**src/rtl/serial_adder_pkg.sv**
```systemverilog
// Shared definitions for the bit-serial adder: FSM state encoding, default
// operand width and the counter-width helper.
package serial_adder_pkg;

  localparam int DEFAULT_WIDTH = 8;

  typedef enum logic [1:0] {
    IDLE = 2'd0,
    RUN  = 2'd1,
    DONE = 2'd2
  } state_e;

  function automatic int clog2(input int n);
    int r;
    r = 0;
    while ((1 << r) < n) r++;
    return r;
  endfunction

endpackage

```
**src/rtl/serial_adder_fa_cell.sv**
```systemverilog
// One-bit full adder used as the arithmetic core of the serial adder.
module fa_cell (
  input  logic x,
  input  logic y,
  input  logic ci,
  output logic s,
  output logic co
);

  assign s  = x ^ y ^ ci;
  assign co = (x & y) | (ci & (x ^ y));

endmodule

```
**src/rtl/serial_adder.sv**
```systemverilog
// Bit-serial adder: consumes one operand bit per RUN cycle LSB first, building
// the sum MSB-down in a right-shifting register; all outputs are registered.
module serial_adder
  import serial_adder_pkg::*;
#(
  parameter int WIDTH = DEFAULT_WIDTH
) (
  input  logic             clk,
  input  logic             rst_n,
  input  logic             start,
  input  logic [WIDTH-1:0] a,
  input  logic [WIDTH-1:0] b,
  input  logic             cin,
  output logic             busy,
  output logic             done,
  output logic [WIDTH-1:0] sum,
  output logic             cout
);

  // A one-bit counter is still needed when WIDTH=1 (clog2 returns 0).
  localparam int CNT_W = (clog2(WIDTH) < 1) ? 1 : clog2(WIDTH);
  localparam logic [CNT_W-1:0] CNT_LAST = CNT_W'(WIDTH - 1);

  state_e           state_q, state_d;
  logic [WIDTH-1:0] a_q, a_d, b_q, b_d, sum_q, sum_d;
  logic [CNT_W-1:0] cnt_q, cnt_d;
  logic             carry_q, carry_d;
  logic             cout_q, cout_d;
  logic             busy_q, busy_d;
  logic             done_q, done_d;
  logic             fa_s, fa_co;

  fa_cell u_fa (
    .x  (a_q[0]),
    .y  (b_q[0]),
    .ci (carry_q),
    .s  (fa_s),
    .co (fa_co)
  );

  always_comb begin
    state_d = state_q;
    a_d     = a_q;
    b_d     = b_q;
    sum_d   = sum_q;
    cnt_d   = cnt_q;
    carry_d = carry_q;
    cout_d  = cout_q;
    case (state_q)
      IDLE: begin
        if (start) begin
          a_d     = a;
          b_d     = b;
          carry_d = cin;
          cnt_d   = '0;
          sum_d   = '0;
          cout_d  = 1'b0;
          state_d = RUN;
        end
      end
      RUN: begin
        a_d              = a_q >> 1;
        b_d              = b_q >> 1;
        sum_d            = sum_q >> 1;
        sum_d[WIDTH-1]   = fa_s;
        carry_d          = fa_co;
        cnt_d            = cnt_q + CNT_W'(1);
        if (cnt_q == CNT_LAST) begin
          cout_d  = fa_co;
          state_d = DONE;
        end
      end
      DONE:    state_d = IDLE;
      default: state_d = IDLE;
    endcase
    // Flags follow the next state so they line up with the state register.
    busy_d = (state_d != IDLE);
    done_d = (state_d == DONE);
  end

  always_ff @(posedge clk) begin
    if (!rst_n) begin
      state_q <= IDLE;
      busy_q  <= 1'b0;
      done_q  <= 1'b0;
      sum_q   <= '0;
      cout_q  <= 1'b0;
      cnt_q   <= '0;
      carry_q <= 1'b0;
    end else begin
      state_q <= state_d;
      busy_q  <= busy_d;
      done_q  <= done_d;
      sum_q   <= sum_d;
      cout_q  <= cout_d;
      cnt_q   <= cnt_d;
      carry_q <= carry_d;
    end
  end

  // Operand shift registers carry only data and need no reset.
  always_ff @(posedge clk) begin
    a_q <= a_d;
    b_q <= b_d;
  end

  assign busy = busy_q;
  assign done = done_q;
  assign sum  = sum_q;
  assign cout = cout_q;

endmodule

```
**config.mk**
```make
export PLATFORM = sky130hd
export DESIGN_NAME = serial_adder
export DESIGN_NICKNAME = d
export VERILOG_FILES = /design/src/rtl/serial_adder_pkg.sv /design/src/rtl/serial_adder_fa_cell.sv /design/src/rtl/serial_adder.sv
export SDC_FILE = /design/constraint.sdc
export NUM_CORES = 1
export LEC_CHECK = 0
export BUFFER_PORTS_ARGS = -buffer_cell sky130_fd_sc_hd__buf_2
export CORE_MARGIN = 1
export CORE_UTILIZATION = 41
export DETAILED_ROUTE_END_ITERATION = 8
export GPL_TIMING_DRIVEN = 0
export SYNTH_ARGS = -nofsm -noshare
export SYNTH_HDL_FRONTEND = slang
export SYNTH_SLANG_ARGS = --single-unit
```
**constraint.sdc**
```tcl
create_clock -name clk -period 2 [get_ports clk]
set_input_delay 0.1 -clock clk [delete_from_list [all_inputs] [get_ports clk]]
set_output_delay 0.1 -clock clk [all_outputs]
set_load 0.01 [all_outputs]
```
# After elaboration in Yosys (flattened, before gate mapping)
# Index checks and enable logic that the tools add are counted.
[word_totals]
reg_bits = 33
word_cells = 41
[classes]
n_mux = 16
n_reduce_logical = 5
bitwise_logic = 5
add_sub_neg = 1
n_eq_ne = 5
[ops]
columns = ["op", "n"]
rows = [
  ["$pmux W8 S2", 3],
  ["$mux W8", 3],
  ["$pmux W3 S2", 1],
  ["$mux W2", 2],
  ["$ne A2 B2 Y1 const B", 2],
  ["$pmux W1 S2", 2],
  ["$pmux W2 S2", 1],
  ["$reduce_bool A2 Y1", 2],
  ["$add A3 B1 Y3 const B", 1],
  ["$eq A3 B3 Y1 const B", 1],
  ["$mux W1", 3],
  ["$mux W3", 1],
  ["$reduce_and A3 Y1", 1],
  ["$and A1 B1 Y1", 2],
  ["$eq A2 B1 Y1 const B", 1],
  ["$eq A2 B2 Y1 const B", 1],
  ["$logic_not A2 Y1", 1],
  ["$reduce_and A2 Y1", 1],
  ["$xor A1 B1 Y1", 2],
  ["$or A1 B1 Y1", 1],
]

# Longest topological paths before layout
[depth]
depth_word = 5
depth_mapped = 5
mapped_depth_nobuf = 5

# Modules after synthesis
# Synthesis repeated with hierarchy kept, for this count alone.
[hier_totals]
cells_unflattened = 95
area_unflattened_um2 = 1291.2
[modules_own_cells]
columns = ["mod", "seq_area_each_um2", "area_each_um2", "n_inst", "cells_each"]
rows = [
  ["serial_adder", 820.8, 1271.2, 1, 94],
  ["fa_cell", 0.0, 20.0, 1, 1],
]

# Least setup slack after synthesis
# No wires, ideal clock.
[synth_path]
kind = "reg-to-reg"
from = "reg state_q[1]"
to = "reg a_q[0], enable pin"
n_path_buf = 1
synth_period_minus_slack_ns = 1.418
path_stages_with_launch = 4
arrival_ns = 1.054
required_time_ns = 1.636
setup_slack_ns = 0.582
cell_sequence = "dfxtp_1 > o21bai_2 > buf_6 > inv_1"
[synth_between]
elab_chain_len = 3
elab_cells_between_ends = 5
cone_classes = "eq/ne: 2; reduce/logical: 3"
[synth_rtl]
columns = ["item", "line_no", "text"]
rows = [
  ["start, declared", "serial_adder.sv:24", "state_e state_q, state_d;"],
  ["start signal, assigned", "serial_adder.sv:91", "state_q <= state_d;"],
  ["$eq A2 B1 Y1 / $logic_not A2 Y1 (equally long branches)", "serial_adder.sv:49", "case (state_q)"],
  ["$reduce_bool A2 Y1 (no source line) / $ne A2 B2 Y1 (equally long branches)", "--", ""],
  ["$reduce_and A2 Y1 (no source line) (*)", "--", ""],
  ["end signal, assigned", "serial_adder.sv:103", "a_q <= a_d;"],
  ["end, declared", "serial_adder.sv:25", "logic [WIDTH-1:0] a_q, a_d, b_q, b_d, sum_q, sum_d;"],
]
# Mark *: on every way between the ends. The rest lies on a longest branch, timed or not.
# A chain may end at the register's enable or synchronous reset.

# Final worst setup path
[layout_path]
from = "reg state_q[1]"
to = "reg b_q[0], enable pin"
[layout_between]
elab_chain_len = 3
elab_cells_between_ends = 5
cone_classes = "eq/ne: 2; reduce/logical: 3"
[layout_rtl]
columns = ["item", "line_no", "text"]
rows = [
  ["$eq A2 B1 Y1 / $logic_not A2 Y1 (equally long branches)", "serial_adder.sv:49", ""],
  ["$reduce_bool A2 Y1 (no source line) / $ne A2 B2 Y1 (equally long branches)", "--", ""],
  ["$reduce_and A2 Y1 (no source line) (*)", "--", ""],
  ["end signal, assigned", "serial_adder.sv:104", "b_q <= b_d;"],
  ["end, declared", "serial_adder.sv:25", ""],
]
# Marked as above.

==> flow_metrics.py <==
metrics = {
    "power": {
        "power_density_nw_per_um2": 786,
        "p_total_mw": 1.25,
        "worst_ir_drop_vdd_mv": 0.473,
        "p_leak_nw": 0.683,
    },
    "critical_path": {
        "crit_type": "reg -> reg",
        "required_ns": 1.96,
        "cp-end-kind": "register",
        "crit_path_start_kind": "register",
        "cp.arrival_ns": 1.58,
        "crit_fanout": 16,
    },
    "drt": {
        "wl_mm": 2.09,
        "antenna_left": 0,
        "drt_iter0_drc": 49,
        "drtPass1Iterations": 4,
        "vias": 858,
        "drc": 0,
        "avgRoutedWirePerCell_um": 11.5,
        "via_per_inst": 4.71,
    },
    "synth": {
        "ys.flop_type": "dfxtp_1",
        "yosysWarnings": 0,
        "synth_cells": 100,
        "syn_area_per_cell_sq_um": 13.4,
        "yosysMostFrequentCell": "dfxtp_1",
        "ys_seq_area_frac": 0.614,
        "synth_edf_count": 16,
        "synthesis.nets": 123,
        "postSynth.asyncResetShare": 0,
        "synth_top_cell_by_area": "edfxtp_1",
        "synth_commonest_cells": "dfxtp_1, edfxtp_1, mux2_2",
        "syn-cell-area_sq_um": 1340,
        "synth_top_area_share": 0.360,
        "ys_types": 24,
        "ys_ff_latch": 33,
        "synth.area.top_cells": "edfxtp_1, dfxtp_1, mux2_2",
    },
    "cells_and_area": {
        "drive_gt1_frac": 0.413,
        "antenna_cells": 0,
        "nets": 160,
        "areaGrowthSynthToFinish_pct": 19.2,
        "design_area_sq_um": 1590,
    },
    "floorplan": {
        "start_util": 0.434,
        "rows": 20,
        "io_pins": 31,
        "core_area_sq_um": 3080,
        "die-area_sq_um": 3490,
        "die_h_um": 59.1,
        "chipWidth_um": 59.1,
    },
    "clock_network": {
        "cts_buffers": 5,
        "clockBufferDepth": 2,
        "path_clk_slew_ns": 0.10,
        "cts_setup_buffers": 0,
        "cts_resized": 0,
        "clk_latency_ns": 0.32,
        "cts.sinks": 33,
        "clock_tree.root_cell": "clkbuf_4",
        "cts_tree": "done",
        "cts_htree_levels": 2,
        "ctsHoldBuffers": 0,
    },
    "global_routing": {
        "grt_use_total": 0.144,
        "grt_pass1_wl_mm": 3.55,
        "grt_max_degree": 17,
        "grt_pass1_vias": 804,
        "overflow": 0,
        "antenna_found_initial": 0,
    },
    "timing": {
        "period_needed_ns": 1.62,
        "hold_viol": 0,
        "worst_pin_slew_ns": 0.590,
        "tns_ns": 0,
        "holdWs_ns": 0.0439,
        "setup_violations": 0,
        "finalClockSkew_ns": 0.00873,
        "finalMaxSlewViolations": 0,
        "max-slew-margin-rel": 0.606,
        "finalCritPeriodShare": 0.811,
        "rsz0062_at_grt": "false",
        "max_clock_freq_mhz": 617,
    },
    "placed_design": {
        "io_buffers": 30,
        "placed_cell_area_sq_um": 1540,
        "place_hpwl_mm": 1.46,
        "place_congestion": 0.718,
    },
    "run": {
        "drv_cap": 0,
    },
    "status": {
        "status": "finished, final reports clean",
    },
    "hold_path": {
        "hold_class": "in -> reg",
    },
}
[final cells by class]
cell class / count / area, sq um
fillers: 295 / 1490
flip-flops and latches: 33 / 821
multi-input cells: 56 / 444
repair buffers: 30 / 150
well taps: 44 / 55.1
plain buffers: 5 / 48.8
clock buffers: 6 / 41.3
inverters: 6 / 22.5
clock inverters: 2 / 10.0
[final timing paths]
kind / from / to / slack, ns / cells after the start
worst min-delay path: rst_n / state_q[1] / 0.04 / 2
worst max-delay path: state_q[1] / b_q[0] / 0.38 / 3
worst min register to register: cout / cout / 0.48 / 2
worst max register to register: state_q[1] / b_q[0] / 0.38 / 3
[state kept, by name, summed over array words and instances (netlist names)]
signal   count
a_q          8
b_q          8
busy         1
carry_q      1
cnt_q        3
cout         1
done         1
state_q      2
sum          8
[power breakdown]
group          internal (mW)  leakage [nW]  switching [mW]
registers              0.759         0.300          0.0129
clock network          0.134        0.0320           0.210
logic                 0.0715         0.351          0.0650
total                  0.965         0.683           0.287
[routing by layer]
metal / routed length, um / GRT usage
met1: 976 / 0.176
met2: 972 / 0.219
met3: 100 / 0.0524
met4: 45 / 0.0816
met5: 0 / 0
[cell families (layout without fill, tap and decap cells)]
family | after synthesis | in the layout | synth area share
DFF | 33 | 33 | 0.614
and+or+nand+nor | 23 | 23 | 0.0899
AOI/OAI and AO/OA | 15 | 15 | 0.0833
muxes | 15 | 15 | 0.125
buffers and inverters | 11 | 49 | 0.0534
adders and majority gates | 3 | 3 | 0.0337
[stage by stage]
| step | instances | setup slack (ns) | utilization |
|---|---|---|---|
| floorplan | 100 | 0.582 | - |
| global placement | 174 | 0.372 | 0.501 |
| detailed placement | 174 | 0.377 | 0.501 |
| CTS | 182 | 0.355 | 0.517 |
| global route | 182 | 0.243 | 0.517 |
| finish | 182 | 0.379 | 0.517 |
[worst max-delay path, cell delays in order, from the launching register on]
cell,delay [ns]
dfxtp_1,0.35
o21bai_2,0.28
buf_6,0.18
inv_1,0.44
[cells in the final DEF, fill, tap and decap left out, types with 4 or more instances in the layout]
master and instances:
buf_2 30, edfxtp_1 16, a22oi_1 10, inv_1 6, nor2b_1 4, mux2_2 14, nor2_1 12, clkbuf_4 5
dfxtp_1 17
Power figures use the tool's default switching activity.
